<file path="src/rtl/fp_convert_ctrl.sv">
// fp_convert_ctrl
// Converts a 12-bit two's-complement sample into an 8-bit float
// (S, E[2:0], F[3:0]) where value = (-1)^S x F x 2^E. Conversion is
// sequential: magnitude, one-bit-per-cycle normalisation, then rounding.
//
// Ports
//   clk        rising-edge clock
//   rst_n      asynchronous active-low reset
//   in_valid   D holds a sample to convert
//   in_ready   block can accept a sample (IDLE)
//   D          12-bit two's-complement sample
//   out_valid  S/E/F hold a completed result (DONE)
//   out_ready  consumer accepts the result
//   S, E, F    sign, exponent, significand of the result
//
// state | meaning
// IDLE  | waiting for a sample; in_ready high
// MAG   | take sign and absolute value of the latched sample
// NORM  | shift left until mag[10] set or exponent reaches 0
// ROUND | round on mag[6], register S/E/F
// DONE  | result presented; wait for out_ready

module fp_convert_ctrl (
  input  logic        clk,
  input  logic        rst_n,
  input  logic        in_valid,
  output logic        in_ready,
  input  logic [11:0] D,
  output logic        out_valid,
  input  logic        out_ready,
  output logic        S,
  output logic [2:0]  E,
  output logic [3:0]  F
);

  typedef enum logic [2:0] {
    IDLE  = 3'd0,
    MAG   = 3'd1,
    NORM  = 3'd2,
    ROUND = 3'd3,
    DONE  = 3'd4
  } state_t;

  state_t state, next_state;

  logic [11:0] d_lat;
  logic        s_work;
  // The magnitude never exceeds 0x7FF, so bit 11 is always zero and is
  // not stored.
  logic [10:0] mag;
  logic [2:0]  e_work;

  logic [10:0] mag_abs;
  logic        norm_done;
  logic [3:0]  f_pre;
  logic        r_bit;
  logic [3:0]  f_rnd;
  logic [2:0]  e_rnd;

  assign in_ready  = (state == IDLE);
  assign out_valid = (state == DONE);

  // -0x800 has no 12-bit positive counterpart; clamp it to 0x7FF.
  always_comb begin
    mag_abs = d_lat[10:0];
    if (d_lat[11]) begin
      if (d_lat[10:0] == 11'd0) mag_abs = 11'h7FF;
      else                      mag_abs = ~d_lat[10:0] + 11'd1;
    end
  end

  assign norm_done = mag[10] || (e_work == 3'd0);
  assign f_pre     = mag[10:7];
  assign r_bit     = mag[6];

  // Round half up; a carry out of the significand renormalises to 1000
  // and bumps the exponent, unless the exponent is already at its top,
  // in which case the result saturates.
  always_comb begin
    f_rnd = f_pre;
    e_rnd = e_work;
    if (r_bit) begin
      if (f_pre != 4'hF) begin
        f_rnd = f_pre + 4'd1;
      end else if (e_work != 3'd7) begin
        f_rnd = 4'b1000;
        e_rnd = e_work + 3'd1;
      end else begin
        f_rnd = 4'hF;
        e_rnd = 3'd7;
      end
    end
  end

  always_ff @(posedge clk or negedge rst_n) begin
    if (!rst_n) state <= IDLE;
    else        state <= next_state;
  end

  always_comb begin
    next_state = state;
    case (state)
      IDLE:    if (in_valid) next_state = MAG;
      MAG:     next_state = NORM;
      NORM:    if (norm_done) next_state = ROUND;
      ROUND:   next_state = DONE;
      DONE:    if (out_ready) next_state = IDLE;
      default: next_state = IDLE;
    endcase
  end

  always_ff @(posedge clk or negedge rst_n) begin
    if (!rst_n) begin
      d_lat  <= 12'd0;
      s_work <= 1'b0;
      mag    <= 11'd0;
      e_work <= 3'd0;
      S      <= 1'b0;
      E      <= 3'd0;
      F      <= 4'd0;
    end else begin
      case (state)
        IDLE: begin
          if (in_valid) d_lat <= D;
        end
        MAG: begin
          s_work <= d_lat[11];
          mag    <= mag_abs;
          e_work <= 3'd7;
        end
        NORM: begin
          if (!norm_done) begin
            mag    <= {mag[9:0], 1'b0};
            e_work <= e_work - 3'd1;
          end
        end
        ROUND: begin
          S <= s_work;
          E <= e_rnd;
          F <= f_rnd;
        end
        default: ;
      endcase
    end
  end

endmodule
</file>
<file path="config.mk">
export PLATFORM = sky130hd
export DESIGN_NAME = fp_convert_ctrl
export DESIGN_NICKNAME = d
export VERILOG_FILES = /design/src/rtl/fp_convert_ctrl.sv
export SDC_FILE = /design/constraint.sdc
export NUM_CORES = 1
export LEC_CHECK = 0
export ABC_CLOCK_PERIOD_IN_PS = 1800
export CORE_MARGIN = 2
export CORE_UTILIZATION = 49
export DETAILED_ROUTE_END_ITERATION = 6
export MAX_ROUTING_LAYER = met4
export PLACE_DENSITY = 0.75
export SLEW_MARGIN = 20
export SYNTH_ARGS = -nofsm -noshare
export SYNTH_HDL_FRONTEND = slang
export SYNTH_SLANG_ARGS = --single-unit
</file>
<file path="constraint.sdc">
create_clock -name clk -period 1.8 [get_ports clk]
set_input_delay 0.27 -clock clk [delete_from_list [all_inputs] [get_ports clk]]
set_output_delay 0.27 -clock clk [all_outputs]
set_load 0.05 [all_outputs]
</file>
==> qor.txt <==
hold_buf cts: 0
Clock Path Buffers: 2
layout net count: 268
Relative slew margins: 66.2%
total core area: 3940 um2
Post-synth EDFFs: 0
DP Wirelength: 2.94 mm
Die Y: 67.5 um
FMAX: 555 MHz
io pins: 26
PD cells: 2000 nW/um2
CTS buffer count: 5
clock latency on the worst-skew pair: 0.29 ns
die footprint: 4560 um2
RSZ-0062 raised after global routing: true
layout cells sized above 1: 23.9%
routability cong.: 0.879
crit end category: register
Area after DPL: 2480 um2
Async SR Flop Fraction: 100%
commonest non-fill, non-tap cell in the layout: dfrtp_1
Clock transition at path regs: 0.08 ns
total gr overflow: 0
Pre-antenna DRT Iters: 4
largest net degree at the start of global routing: 39
CTS tree: done
Mapped Nets: 219
DR vias/cell: 5.42
outcome: finished with violations
register area: 951 um2
Final Worst Setup Slack: -0.00268 ns
minimum hold slack: 0.0140 ns
Worst Max-Slew Pin Slew: 0.506 ns
initial core utilization: 50.1%
max-cap violation count: 0
design area: 2600 um2
1st-iter DRT viols: 102
Ant. Diodes: 0
synthesis warning total: 0
cell area after synthesis: 1980 um2
die extent in x: 67.5 um
maximum vdd drop: 0.00100 V
Fillers: 310
routed via count: 1,611
Avg WL per Cell: 13.2 um
failing checks: negative setup slack
Routed Wire Length: 3.92 mm
crit share post-route: 100%
Synth Register Bits: 38
Slew Viols, Final: 0
Hold Vio Cnt, Final: 0
number of I/O port buffers: 25
syn avg cell area: 9.98 um2
final core utilization: 65.9%
worst-path fanout max: 8
antenna viol nets, final: 0
Core Rows: 23
Setup-failing EPs final: 1
most frequent cells in the layout: dfrtp_1, clkdlybuf4s50_1, o21ai_0, buf_4, nand2_1
Yosys cell types: 39
vias in the first global route: 1,548
total negative setup slack: -0.00268 ns
multi-input logic area: 982 um2
clock skew: 0.00852 ns
Tightest Hold Check Type: primary input to asynchronous set/reset pin
path type of the worst setup path: register to register
startpoint types: register
Worst EP required: 2.01 ns
pre-CTS setup slack: 0.00764 ns
GRT Util Overall: 20.8%
Critical Path AT: 2.02 ns
Leak: 1.14 nW
H-tree Lvls: 2
Post-Syn Instances: 198
P&R area growth vs syn: 31.4%
first-pass GRT wire length: 6.96 mm
DRC Markers: 0
CTS Root Cell: clkbuf_8
sequential-to-total area share from yosys stat: 48.1%
Post-synth top flop: dfrtp_1
minimum clock period: 1.80 ns
CTS sink cnt: 38
initial antenna violation count: 0
## layout make-up
class / instances / area share, %
flip-flops and latches: 38 / 36.6
inverters: 15 / 2.17
repair buffers: 49 / 17.9
multi-input cells: 138 / 37.8
clock inverters: 2 / 0.386
clock buffers: 5 / 2.65
well taps: 50 / 2.41
## sequential cells by signal (all words and copies together) (netlist names)
name,cells
e_work,3
d_lat,12
E,3
S,1
mag,11
state,3
s_work,1
F,4
## cell families (layout without fill, tap and decap cells)
family                   after synthesis  in the layout  share of synthesized area, %
buffers and inverters                 22             71                          4.75
flip-flops                            38             38                          48.1
multiplexers                          12             12                          6.71
AO/OA/AOI/OAI                         59             59                          19.3
AND/OR/NAND/NOR                       56             56                          15.3
XOR/XNOR                               6              6                          2.66
adder cells (fa/ha/maj)                5              5                          3.17
## timing repair
item	CTS	global route
pin swaps	0	1
gates resized for setup	3	4
endpoints found under the setup margin	5	10
setup buffers	0	3
gates cloned	0	0
endpoints found under the hold margin	0	0
## per-layer routing
metal	vias to the layer above	share of wire [%]	global-route usage [%]
li1	813	-	-
met1	757	46	25.8
met2	37	49	34.1
met3	4	4.0	5.17
met4	0	0.84	5.61
met5	-	0	-
## worst paths after layout
kind / startpoint / end / slack (ns) / cells after the start
worst max-delay path: e_work[0]$_DFFE_PN0P_ / mag[3]$_DFFE_PN0P_ / -0.003 / 8
worst min-delay path: rst_n / state[2]$_DFFE_PN0P_ / 0.01 / 2
worst max register to register: e_work[0]$_DFFE_PN0P_ / mag[3]$_DFFE_PN0P_ / -0.003 / 8
worst min register to register: s_work$_DFFE_PN0N_ / s_work$_DFFE_PN0N_ / 0.48 / 2
max in group asynchronous: rst_n / mag[7]$_DFFE_PN0P_ / 1.45 / 2
min in group clk: s_work$_DFFE_PN0N_ / s_work$_DFFE_PN0N_ / 0.48 / 2
## power breakdown
group | switching, mW | total, mW | internal [mW] | leakage (nW)
Combinational | 1.59 | 2.98 | 1.39 | 0.642
Sequential | 0.381 | 1.66 | 1.28 | 0.454
Clock | 0.287 | 0.546 | 0.260 | 0.0438
## Yosys cell counts, types with 2 or more instances
master,count,area (um2)
a211oi_1,2,15.0
a21oi_1,9,45.0
a22oi_1,2,15.0
a31oi_1,3,18.8
and2_1,3,18.8
buf_2,3,15.0
clkbuf_1,3,11.3
dfrtp_1,38,951
ha_1,5,62.6
inv_1,15,56.3
mux2_2,10,113
mux2i_1,2,20.0
nand2_1,19,71.3
nand2b_1,2,12.5
nand3_1,5,25.0
nand3b_1,2,15.0
nand4_1,2,12.5
nor2_1,11,41.3
nor3_1,4,20.0
o21ai_0,25,125
o221ai_1,6,52.6
o2bb2ai_1,2,17.5
o31ai_1,5,37.5
xnor2_1,3,26.3
xor2_1,3,26.3
## per-stage QoR
step	power, mW	std cells
finish	5.19	297
global route	5.61	297
floorplan	3.63	198
global placement	4.52	287
CTS	5.16	294
detailed placement	4.58	287
## worst max-delay path, cell delays in order, from the launching register on
cell	delay, ns
dfrtp_1	0.36
inv_2	0.04
ha_2	0.16
nor2b_4	0.12
or4b_4	0.49
a21oi_4	0.20
buf_6	0.15
o221ai_1	0.10
o21ai_1	0.10
Power figures use the tool's default switching activity.
